## src/rtl/riscv_pkg.sv

```systemverilog
// rtl/riscv_pkg.sv - shared encodings for the multicycle RISC-V controller
package riscv_pkg;

  typedef enum logic [3:0] {
    FETCH    = 4'd0,
    DECODE   = 4'd1,
    MEMADR   = 4'd2,
    MEMREAD  = 4'd3,
    MEMWB    = 4'd4,
    MEMWRITE = 4'd5,
    EXECUTER = 4'd6,
    EXECUTEI = 4'd7,
    ALUWB    = 4'd8,
    JAL      = 4'd9,
    BEQ      = 4'd10
  } statetype_t;

  localparam logic [6:0] OP_LW  = 7'b0000011;
  localparam logic [6:0] OP_SW  = 7'b0100011;
  localparam logic [6:0] OP_R   = 7'b0110011;
  localparam logic [6:0] OP_I   = 7'b0010011;
  localparam logic [6:0] OP_JAL = 7'b1101111;
  localparam logic [6:0] OP_BEQ = 7'b1100011;

  localparam logic [1:0] ALUOP_ADD   = 2'b00;
  localparam logic [1:0] ALUOP_SUB   = 2'b01;
  localparam logic [1:0] ALUOP_FUNCT = 2'b10;

  localparam logic [1:0] RESULT_ALUOUT = 2'b00;
  localparam logic [1:0] RESULT_DATA   = 2'b01;
  localparam logic [1:0] RESULT_ALURES = 2'b10;

  localparam logic [1:0] SRCA_PC    = 2'b00;
  localparam logic [1:0] SRCA_OLDPC = 2'b01;
  localparam logic [1:0] SRCA_RS1   = 2'b10;

  localparam logic [1:0] SRCB_RS2  = 2'b00;
  localparam logic [1:0] SRCB_IMM  = 2'b01;
  localparam logic [1:0] SRCB_FOUR = 2'b10;

endpackage

```

## src/rtl/mainfsm.sv

```systemverilog
// rtl/mainfsm.sv - multicycle RISC-V main controller FSM
module mainfsm
  import riscv_pkg::*;
(
  input  logic       clk,
  input  logic       reset,
  input  logic [6:0] op,
  output logic       PCUpdate,
  output logic       Branch,
  output logic       RegWrite,
  output logic       MemWrite,
  output logic       IRWrite,
  output logic [1:0] ResultSrc,
  output logic [1:0] ALUSrcA,
  output logic [1:0] ALUSrcB,
  output logic       AdrSrc,
  output logic [1:0] ALUOp,
  output logic       illegal_op
);

  statetype_t state, nextstate;
  logic       op_known;

  assign op_known = (op == OP_LW) || (op == OP_SW) || (op == OP_R) ||
                    (op == OP_I)  || (op == OP_JAL) || (op == OP_BEQ);

  always_ff @(posedge clk or posedge reset) begin
    if (reset) state <= FETCH;
    else       state <= nextstate;
  end

  always_comb begin
    nextstate = FETCH;
    case (state)
      FETCH:    nextstate = DECODE;
      DECODE: begin
        case (op)
          OP_LW, OP_SW: nextstate = MEMADR;
          OP_R:         nextstate = EXECUTER;
          OP_I:         nextstate = EXECUTEI;
          OP_JAL:       nextstate = JAL;
          OP_BEQ:       nextstate = BEQ;
          default:      nextstate = FETCH;
        endcase
      end
      MEMADR:   nextstate = (op == OP_LW) ? MEMREAD : MEMWRITE;
      MEMREAD:  nextstate = MEMWB;
      MEMWB:    nextstate = FETCH;
      MEMWRITE: nextstate = FETCH;
      EXECUTER: nextstate = ALUWB;
      EXECUTEI: nextstate = ALUWB;
      ALUWB:    nextstate = FETCH;
      JAL:      nextstate = ALUWB;
      BEQ:      nextstate = FETCH;
      default:  nextstate = FETCH;
    endcase
  end

  // Selects follow the state; strobes are additionally masked while reset is high.
  always_comb begin
    PCUpdate   = 1'b0;
    Branch     = 1'b0;
    RegWrite   = 1'b0;
    MemWrite   = 1'b0;
    IRWrite    = 1'b0;
    ResultSrc  = RESULT_ALUOUT;
    ALUSrcA    = SRCA_PC;
    ALUSrcB    = SRCB_RS2;
    AdrSrc     = 1'b0;
    ALUOp      = ALUOP_ADD;
    illegal_op = 1'b0;
    case (state)
      FETCH: begin
        IRWrite   = 1'b1;
        ALUSrcB   = SRCB_FOUR;
        ResultSrc = RESULT_ALURES;
        PCUpdate  = 1'b1;
      end
      DECODE: begin
        ALUSrcA    = SRCA_OLDPC;
        ALUSrcB    = SRCB_IMM;
        illegal_op = ~op_known;
      end
      MEMADR: begin
        ALUSrcA = SRCA_RS1;
        ALUSrcB = SRCB_IMM;
      end
      MEMREAD: AdrSrc = 1'b1;
      MEMWB: begin
        ResultSrc = RESULT_DATA;
        RegWrite  = 1'b1;
      end
      MEMWRITE: begin
        AdrSrc   = 1'b1;
        MemWrite = 1'b1;
      end
      EXECUTER: begin
        ALUSrcA = SRCA_RS1;
        ALUOp   = ALUOP_FUNCT;
      end
      EXECUTEI: begin
        ALUSrcA = SRCA_RS1;
        ALUSrcB = SRCB_IMM;
        ALUOp   = ALUOP_FUNCT;
      end
      ALUWB: RegWrite = 1'b1;
      JAL: begin
        ALUSrcA  = SRCA_OLDPC;
        ALUSrcB  = SRCB_FOUR;
        PCUpdate = 1'b1;
      end
      BEQ: begin
        ALUSrcA = SRCA_RS1;
        ALUOp   = ALUOP_SUB;
        Branch  = 1'b1;
      end
      default: ;
    endcase
    if (reset) begin
      PCUpdate   = 1'b0;
      Branch     = 1'b0;
      RegWrite   = 1'b0;
      MemWrite   = 1'b0;
      IRWrite    = 1'b0;
      illegal_op = 1'b0;
    end
  end

endmodule

```

## config.mk

```make
export PLATFORM = sky130hd
export DESIGN_NAME = mainfsm
export DESIGN_NICKNAME = d
export VERILOG_FILES = /design/src/rtl/riscv_pkg.sv /design/src/rtl/mainfsm.sv
export SDC_FILE = /design/constraint.sdc
export NUM_CORES = 1
export LEC_CHECK = 0
export ABC_AREA = 0
export CAP_MARGIN = 30
export CORE_AREA = 5 5 42 44
export DETAILED_ROUTE_END_ITERATION = 8
export DIE_AREA = 0 0 47 49
export PLACE_DENSITY = 0.7
export SYNTH_ARGS = -nofsm -noshare
export SYNTH_HDL_FRONTEND = slang
export SYNTH_SLANG_ARGS = --single-unit
```

## constraint.sdc

```tcl
create_clock -name clk -period 1.3 [get_ports clk]
set_input_delay 0.13 -clock clk [delete_from_list [all_inputs] [get_ports clk]]
set_output_delay 0.13 -clock clk [all_outputs]
set_load 0.05 [all_outputs]
```

==> results.toml, run 1 <==
[die]
ioPinCount = 24
die_x_um = 47
rows = 14
die_y_um = 49
floorplan.initialDensity = 0.314

[clock_tree]
cts_setup_buffers = 5
clockBufferDepth = 2
cts_resized = 33
hold_buffers = 0
h-tree-depth = 1
clkSinkCount = 4
cts_root_buf = "clkbuf_4"
cts-buffers-inserted = 3

[place]
hpwlAfterDp_um = 1650
gp_congestion = 0.805
port_buffers = 23
preCtsSetupSlack_ns = -0.514

[logic_synthesis]
yosysTopAreaCell = "dfrtp_1"
ys_seq_area_frac = 0.227
synth_top_cell_area_share = 0.227
synth_cells = 56
syn_area_um2 = 440
syn_area_per_cell_um2 = 7.86
ys_seq_elements = 4
yosysUniqueCellTypes = 30
synth.area.top_cells = "dfrtp_1 (23%), nor3_1 (6.8%), nand2b_1 (4.3%)"
syn_nets = 65
yosys_warnings = 0

[run_status]
outcome = "did not finish"
stop_stage = "clock tree synthesis (4_1_cts)"
error = "[ERROR DPL-0033] detailed placement checks failed during check placement."
==> synth_stat cells <==
library cell / number
a2111oi_0: 1
a2111oi_2: 1
a211oi_1: 2
a21bo_2: 1
a21o_1: 2
a21oi_1: 2
a221oi_1: 1
a31oi_1: 1
a41o_1: 1
and2_1: 2
and3_1: 1
and3b_1: 1
and4_2: 1
and4bb_4: 1
buf_2: 2
clkbuf_1: 2
dfrtp_1: 4
inv_1: 3
nand2b_1: 3
nand3_1: 2
nor2_1: 4
nor2b_1: 2
nor3_1: 6
nor3b_1: 2
nor4_1: 2
o21a_1: 1
o21ai_0: 1
or2_1: 1
xnor2_1: 2
xor2_1: 1
==> cells by family after synthesis <==
kind of cell / share of synthesized area
compound gates: 0.253
xor+xnor: 0.0597
buf+inv: 0.0653
flops: 0.227
simple gates: 0.395
==> metrics by stage <==
stage	utilization	instances	setup TNS, ns	area, µm²	hold slack (ns)
2_1_floorplan	-	56	-2.94	594	-0.0952
3_3_place_gp	0.845	122	-1.30	1180	0.619
3_5_place_dp	0.845	122	-1.73	1180	0.637
==> inputs of run 2 (changes only) <==
- CORE_AREA: 5 5 42 44 -> 5 5 66 68
- DIE_AREA: 0 0 47 49 -> 0 0 71 73
- PLACE_DENSITY: 0.7 -> unset
- PLACE_DENSITY_LB_ADDON: unset -> 0.15
==> run 2 against run 1 <==
The flow now finishes, with violations (setup timing). Synthesized cell count unchanged. Synthesized area unchanged.
==> results.toml, run 2 <==
[sta]
hold-worst-slack_ns = 0.399
hold_viol_final = 0
finClkSkew_ns = 0.00817
final_max_slew_viol_count = 0
fin_crit_sh = 1.23
tightestPinTransition_ns = 0.322
fin_crit_ns = 1.60
fmax_mhz = 625
setup_viol = 15
setup_ws_ns = -0.301
rsz0062_at_grt = "yes"
slew_headroom = 0.785
tns_ns = -2.67

[clock_tree]
cts-buffers-inserted = 3
hold_buffers = 0
insertion_delay_ns = 0.22
cts_root_buf = "clkbuf_8"
clockBufferDepth = 2
h-tree-depth = 1
clk_pin_slew_worst_paths_ns = 0.04
clkSinkCount = 4
cts_tree = "built"

[logic_synthesis]
synth_edf_count = 0
synth_top_cell_area_share = 0.227
async_reset_ff_frac = 1.00
syn_area_um2 = 440
synth_flop_cell = "dfrtp_1"
syn_area_per_cell_um2 = 7.86
synth_common_cells = "nor3_1 (6), dfrtp_1 (4), nor2_1 (4), inv_1 (3), nand2b_1 (3)"
ys_seq_area_frac = 0.227
synth_cells = 56
yosysUniqueCellTypes = 30
syn_nets = 65
ys_seq_elements = 4
yosysTopAreaCell = "dfrtp_1"
yosysMostFrequentCell = "nor3_1"
synth.area.top_cells = "dfrtp_1 (23%), nor3_1 (6.8%), nand2b_1 (4.3%)"
yosys_warnings = 0

[route]
firstDrtPassIters = 4
drc = 0
wl_um = 1830
detail_route.vias_per_cell = 3.90
drt_iter0_markers = 11
antenna_left = 0
num_vias = 632
wl_per_cell_um = 11.3

[layout]
final_common_cell = "buf_4"
layout-drive-gt1-share = 0.741
top_register = "state"
fin_nets = 122
diodes = 0
final_cell_mix = "buf_4 (22), buf_12 (15), buf_6 (10)"
largestRegisters = "state: 4 flops"
largest_register_ffs = 4
synthToLayoutAreaGrowth_pct = 222

[worst_setup_path]
endpoint_kind = "primary output"
regToRegSetupSlack_ns = 0.11
worstPathCellList = "or2_4 > a2111oi_4 > buf_12"
start_kind = "flip-flop"
worstSetupPathType = "reg -> out"
crit_path_max_fanout = 4
crit_arrival_ns = 1.47
cp_slowest_cell = "dfrtp_2"
critPathRequiredTime_ns = 1.17
cpPeakStageDelay_ns = 0.41

[place]
preCtsSetupSlack_ns = -0.469
hpwlAfterDp_um = 1460
port_buffers = 23
gp_congestion = 0.714

[die]
core-area_um2 = 3800
floorplan.initialDensity = 0.116
die_area_um2 = 5180
die_x_um = 71
rows = 23
ioPinCount = 24
die_y_um = 73

[power]
p_per_area_nw_per_um2 = 1510
leakagePower_nw = 0.597
vdd_drop_max_uv = 377

[global_route]
grt_pass1_vias = 694
grt-ovfl-total = 0
antenna_found_initial = 0
grt_util_all_layers = 0.0784
grt_pass1_wl_um = 3160
grt_max_degree = 10

[run_status]
outcome = "finished with violations"
violations = "setup timing"

[min_path]
hold_class = "in -> async"

[flow_run]
maxCapViolCount = 0
## run 2: cell counts after synthesis
Identical to the previous run, type by type.
## run 2: where the power goes
| part | switching (W) | total, W | internal (W) |
|---|---|---|---|
| registers | 0.0000786 | 0.000226 | 0.000148 |
| clock network | 0.0000700 | 0.000280 | 0.000210 |
| logic | 0.000811 | 0.00163 | 0.000820 |
| total | 0.000960 | 0.00214 | 0.00118 |
## run 2: worst max-delay path: cells and delay by family, from the launching register on
family / cells / cell delay (ns)
buf+inv: 1 / 0.18
simple gates: 1 / 0.27
flops: 1 / 0.41
compound gates: 1 / 0.38
## run 2: stage by stage
step                      cells   util  power, W  cell area (µm²)
after global routing        162  0.374   0.00225             1420
after detailed placement    152  0.315   0.00162             1200
after floorplan              56      -  0.000926              594
after global placement      152  0.315   0.00162             1200
after CTS                   158  0.350   0.00202             1330
final                       162  0.374   0.00214             1420
## run 2: kinds of logic after synthesis
kind of cell | Yosys count | synth area share
compound gates | 14 | 0.253
xor+xnor | 3 | 0.0597
buf+inv | 7 | 0.0653
flops | 4 | 0.227
simple gates | 28 | 0.395
## run 2: area by class of cell
type | instances | area (µm²)
Clock buffer | 4 | 45.0
Fill cell | 405 | 2380
Inverter | 3 | 11.3
Multi-Input combinational cell | 45 | 532
Sequential cell | 4 | 104
Tap cell | 50 | 62.6
Timing Repair Buffer | 56 | 666
## run 2: worst paths after layout
path,start,endpoint,depth (start not counted)
hold / removal,reset,state[3],4
hold reg to reg,state[2],state[1],3
setup / recovery,state[3],illegal_op,3
setup reg to reg,state[2],state[3],5
min in group clk,op[5],state[1],5
max in group asynchronous,reset,state[0],4
## run 2: what timing repair did
action | 4_1_cts | 5_1_grt
buffers inserted | 2 | 5
gates cloned | 0 | 0
resized for setup | 25 | 15
endpoints found under the setup margin | 16 | 18
pin swaps | 11 | 6
## run 2: layer usage
| layer | vias to the layer above | share of wire | GRT usage |
|---|---|---|---|
| met1 | 293 | 0.39 | 0.0879 |
| met4 | 0 | 0.016 | 0.0501 |
| met5 | - | 0 | 0 |
| met3 | 2 | 0.054 | 0.0152 |
| met2 | 19 | 0.54 | 0.136 |
| li1 | 318 | - | - |
No activity file was read; power rests on OpenSTA's default activity.
==> inputs of run 3 (changes only) <==
- CORE_AREA: 5 5 66 68 -> 2 2 63 65
- DIE_AREA: 0 0 71 73 -> 0 0 65 67
- SLEW_MARGIN: unset -> 20
==> run 3 against run 2 <==
The run still ends with setup timing left. Critical path depth unchanged. Clock-buffer cell count stayed put. Fmax down 1.8%. Total power down 1.8%. Via count rose by 2.2%. Sequential share of layout area down 0.34 points. Sequential cell count did not move. Critical endpoint unchanged. Largest power group unchanged.
==> results.toml, run 3 (synthesized netlist as in run 2, its figures left out) <==
[worst_setup_path]
worstPathCellList = "or2_4 > a2111oi_4 > buf_12"
crit_arrival_ns = 1.50
start_kind = "flip-flop"
critPathRequiredTime_ns = 1.17
worstSetupPathType = "reg -> out"
cp.depth = 3
reg2reg_depth = 3
crit_path_max_fanout = 6
cp_slowest_cell = "dfrtp_2"
cpPeakStageDelay_ns = 0.44
regToRegSetupSlack_ns = 0.08
path_delay_family = "flip-flops"
endpoint_kind = "primary output"
path_buf_inv = 1

[clock_tree]
cts_tree = "built"
h-tree-depth = 1
clk_pin_slew_worst_paths_ns = 0.03
clockBufferDepth = 2
insertion_delay_ns = 0.22
clkSinkCount = 4
hold_buffers = 0
cts_root_buf = "clkbuf_8"
cts-buffers-inserted = 3

[min_path]
hold_class = "in -> async"

[layout]
largestRegisters = "state: 4 flops"
layout-drive-gt1-share = 0.750
synthToLayoutAreaGrowth_pct = 238
fin_nets = 126
final_common_cell = "buf_4"
fin_cells = 164
final_cell_mix = "buf_4 (24), buf_12 (17), buf_6 (9)"
largest_register_ffs = 4
top_register = "state"
diodes = 0

[sta]
tightestPinTransition_ns = 0.325
finClkSkew_ns = 0.00390
final_max_slew_viol_count = 0
rsz0062_at_grt = "yes"
setup_viol = 15
hold-worst-slack_ns = 0.421
fin_crit_sh = 1.25
fmax_mhz = 613
hold_viol_final = 0
setup_ws_ns = -0.330
slew_headroom = 0.783
fin_crit_ns = 1.63

[global_route]
antenna_found_initial = 0
grt_max_degree = 9
grt_pass1_vias = 653
grt-ovfl-total = 0
grt_pass1_wl_um = 2760
grt_util_all_layers = 0.0829

[die]
rows = 22
floorplan.initialDensity = 0.122
core-area_um2 = 3610
die_x_um = 65
die_y_um = 67
die_area_um2 = 4360
ioPinCount = 24

[route]
drc = 0
firstDrtPassIters = 2
drt_iter0_markers = 4
num_vias = 646
wl_um = 1800
wl_per_cell_um = 11.0
detail_route.vias_per_cell = 3.94
antenna_left = 0

[flow_run]
maxCapViolCount = 0

[run_status]
violations = "setup timing"
outcome = "finished with violations"

[power]
vdd_drop_max_uv = 432
p_per_area_nw_per_um2 = 1410
leakagePower_nw = 0.621

[place]
gp_congestion = 0.711
hpwlAfterDp_um = 1450
port_buffers = 23
dp.cells = 151
-- run 3: layout make-up --
cell class | instances | area (µm²)
Multi-Input combinational cell | 45 | 538
Fill cell | 367 | 2120
Tap cell | 48 | 60.1
Timing Repair Buffer | 60 | 727
Inverter | 3 | 15.0
Clock buffer | 4 | 45.0
Sequential cell | 4 | 104
-- run 3: routing by layer --
layer | routed length (µm) | track usage
met1 | 741 | 0.0945
met5 | 0 | 0
met3 | 57 | 0.0118
met4 | 0 | 0.0319
met2 | 1000 | 0.155
-- run 3: worst register-to-register path, delay by kind of cell (launching register included) --
kind | cells | cell delay, ns
AND/OR/NAND/NOR | 1 | 0.28
AO/OA/AOI/OAI | 1 | 0.23
buffers and inverters | 1 | 0.15
flip-flops | 1 | 0.44
-- run 3: final timing paths --
| check | start | to |
|---|---|---|
| worst max-delay path | state[3] | illegal_op |
| worst max register to register | state[3] | state[0] |
| worst min-delay path | reset | state[3] |
| max in group asynchronous | reset | state[0] |
| worst min register to register | state[1] | state[0] |
| min in group clk | op[4] | state[1] |
-- run 3: where the power goes --
part / internal [W] / total, W / switching (W)
registers: 0.000148 / 0.000207 / 0.0000587
clock network: 0.000209 / 0.000272 / 0.0000626
logic: 0.000791 / 0.00162 / 0.000829
-- run 3: repair_timing --
| action | CTS | global route |
|---|---|---|
| setup buffers | 3 | 6 |
| pin swaps | 11 | 8 |
| setup endpoints to repair | 16 | 15 |
| resized for setup | 23 | 17 |
-- run 3: metrics by stage --
stage | total power [W] | worst slack, ns | instance area [µm²] | utilization | TNS (ns)
after floorplan | 0.000926 | -0.414 | 594 | - | -2.94
after global placement | 0.00160 | -0.462 | 1200 | 0.333 | -1.58
after detailed placement | 0.00160 | -0.471 | 1200 | 0.333 | -1.76
after CTS | 0.00202 | -0.333 | 1330 | 0.370 | -2.97
after global routing | 0.00220 | -0.374 | 1490 | 0.413 | -3.60
final | 0.00210 | -0.330 | 1490 | 0.413 | -2.86
==> inputs of run 4 (changes only) <==
- PLACE_DENSITY: unset -> 0.43
- PLACE_DENSITY_LB_ADDON: 0.15 -> unset
- SETUP_SLACK_MARGIN: unset -> 0.5
- SKIP_CTS_REPAIR_TIMING: unset -> 1
==> run 4 against run 3 <==
The run still ends with setup timing left. Cell area decreased by 0.76%. Sequential cell count unchanged. Routed wire length increased by 2.4%. Critical path type unchanged. Largest cell class unchanged. Largest power group unchanged. Highest routed layer is now met4.
==> results.toml, run 4 (synthesized netlist as in run 2, its figures left out) <==
[layout]
fin_cells = 161
largest_register_ffs = 4
layout-drive-gt1-share = 0.761
final_cell_mix = "buf_4 (25), buf_12 (16), dlymetal6s2s_1 (7), buf_6 (7), nor3_4 (5)"
fin_nets = 123
top_register = "state"
nFillCells = 352
final_common_cell = "buf_4"
final_cell_area_um2 = 1480
diodes = 0
largestRegisters = "state: 4 flops"
multi_input_area_um2 = 544
regArea_um2 = 104
synthToLayoutAreaGrowth_pct = 236

[route]
wl_per_cell_um = 11.5
detail_route.vias_per_cell = 4.02
firstDrtPassIters = 3
drc = 0
antenna_left = 0
drt_iter0_markers = 4
num_vias = 647
wl_um = 1850

[die]
rows = 22
die_y_um = 67
die_area_um2 = 4360
die_x_um = 65
ioPinCount = 24
core-area_um2 = 3610
floorplan.initialDensity = 0.122

[power]
p_int_w = 0.00118
vdd_drop_max_uv = 541
p_switching_w = 0.000975
swShare = 0.453
seq_power_share = 0.095
leakagePower_nw = 0.662
pwr-share-clk = 0.129
combPwrFrac = 0.775
p_per_area_nw_per_um2 = 1460

[global_route]
grt-ovfl-total = 0
antenna_found_initial = 0
grt_pass1_wl_um = 2750
grt_max_degree = 11
grt_util_all_layers = 0.0831
grt_pass1_vias = 648

[sta]
tightestPinTransition_ns = 0.316
fin_crit_ns = 1.62
rsz0062_at_grt = "yes"
setup_ws_ns = -0.325
tns_ns = -2.95
finClkSkew_ns = 0.00160
fmax_mhz = 616
hold_viol_final = 0
fin_crit_sh = 1.25
final_max_slew_viol_count = 0
setup_viol = 15
slew_headroom = 0.788

[flow_run]
maxCapViolCount = 0

[clock_tree]
clk_pin_slew_worst_paths_ns = 0.03
cts_root_buf = "clkbuf_8"
clkSinkCount = 4
insertion_delay_ns = 0.22
clockBufferDepth = 2
cts_tree = "built"
cts-buffers-inserted = 3
h-tree-depth = 1

[worst_setup_path]
crit_path_max_fanout = 4
start_kind = "flip-flop"
critPathRequiredTime_ns = 1.17
worstSetupPathType = "reg -> out"
crit_arrival_ns = 1.49
endpoint_kind = "primary output"

[place]
place_area_um2 = 1240
dp.cells = 151
hpwlAfterDp_um = 1380
gp_congestion = 0.663
port_buffers = 23

[run_status]
violations = "setup timing"
outcome = "finished with violations"

[min_path]
hold_class = "in -> reg"
-- run 4: final cells by class --
type	instances	area share
timing repair buffer	57	0.480
multi-input combinational	45	0.368
sequential	4	0.0703
tap	48	0.0406
clock buffer	4	0.0305
inverter	3	0.0102
-- run 4: power by group through the flow --
stage | Sequential [W] | Clock [W] | Combinational (W)
floorplan | 0.000163 | 0 | 0.000769
finish | 0.000205 | 0.000278 | 0.00167
CTS | 0.000186 | 0.000279 | 0.00144
detailed placement | 0.000186 | 0 | 0.00144
global route | 0.000211 | 0.000299 | 0.00175
global placement | 0.000187 | 0 | 0.00143
-- run 4: critical path: stages, from the launching register on --
cell,delay (ns)
dfrtp_2,0.42
or2_4,0.27
a2111oi_4,0.36
clkbuf_16,0.23
-- run 4: layer usage --
metal,GRT usage,share of wire
met5,0,0
met4,0.0479,0.014
met3,0.0152,0.028
met2,0.149,0.59
met1,0.0911,0.37
-- run 4: stage by stage --
step / util / worst slack (ns) / hold slack [ns] / power, W
3_5_place_dp: 0.344 / -0.488 / 0.633 / 0.00162
6_report: 0.410 / -0.325 / 0.361 / 0.00215
4_1_cts: 0.356 / -0.482 / 0.407 / 0.00191
2_1_floorplan: - / -0.414 / -0.0952 / 0.000932
5_1_grt: 0.410 / -0.383 / 0.391 / 0.00226
3_3_place_gp: 0.344 / -0.436 / 0.638 / 0.00162
-- run 4: path summary, 6_finish.rpt --
path | startpoint | slack (ns) | cells after the start | to
min | op[5] | 0.36 | 5 | state[0]
min reg2reg | state[1] | 0.66 | 2 | state[0]
max | state[3] | -0.32 | 3 | illegal_op
max in group asynchronous | reset | 0.78 | 4 | state[1]
max reg2reg | state[2] | 0 | 6 | state[3]
min in group asynchronous | reset | 0.40 | 4 | state[2]
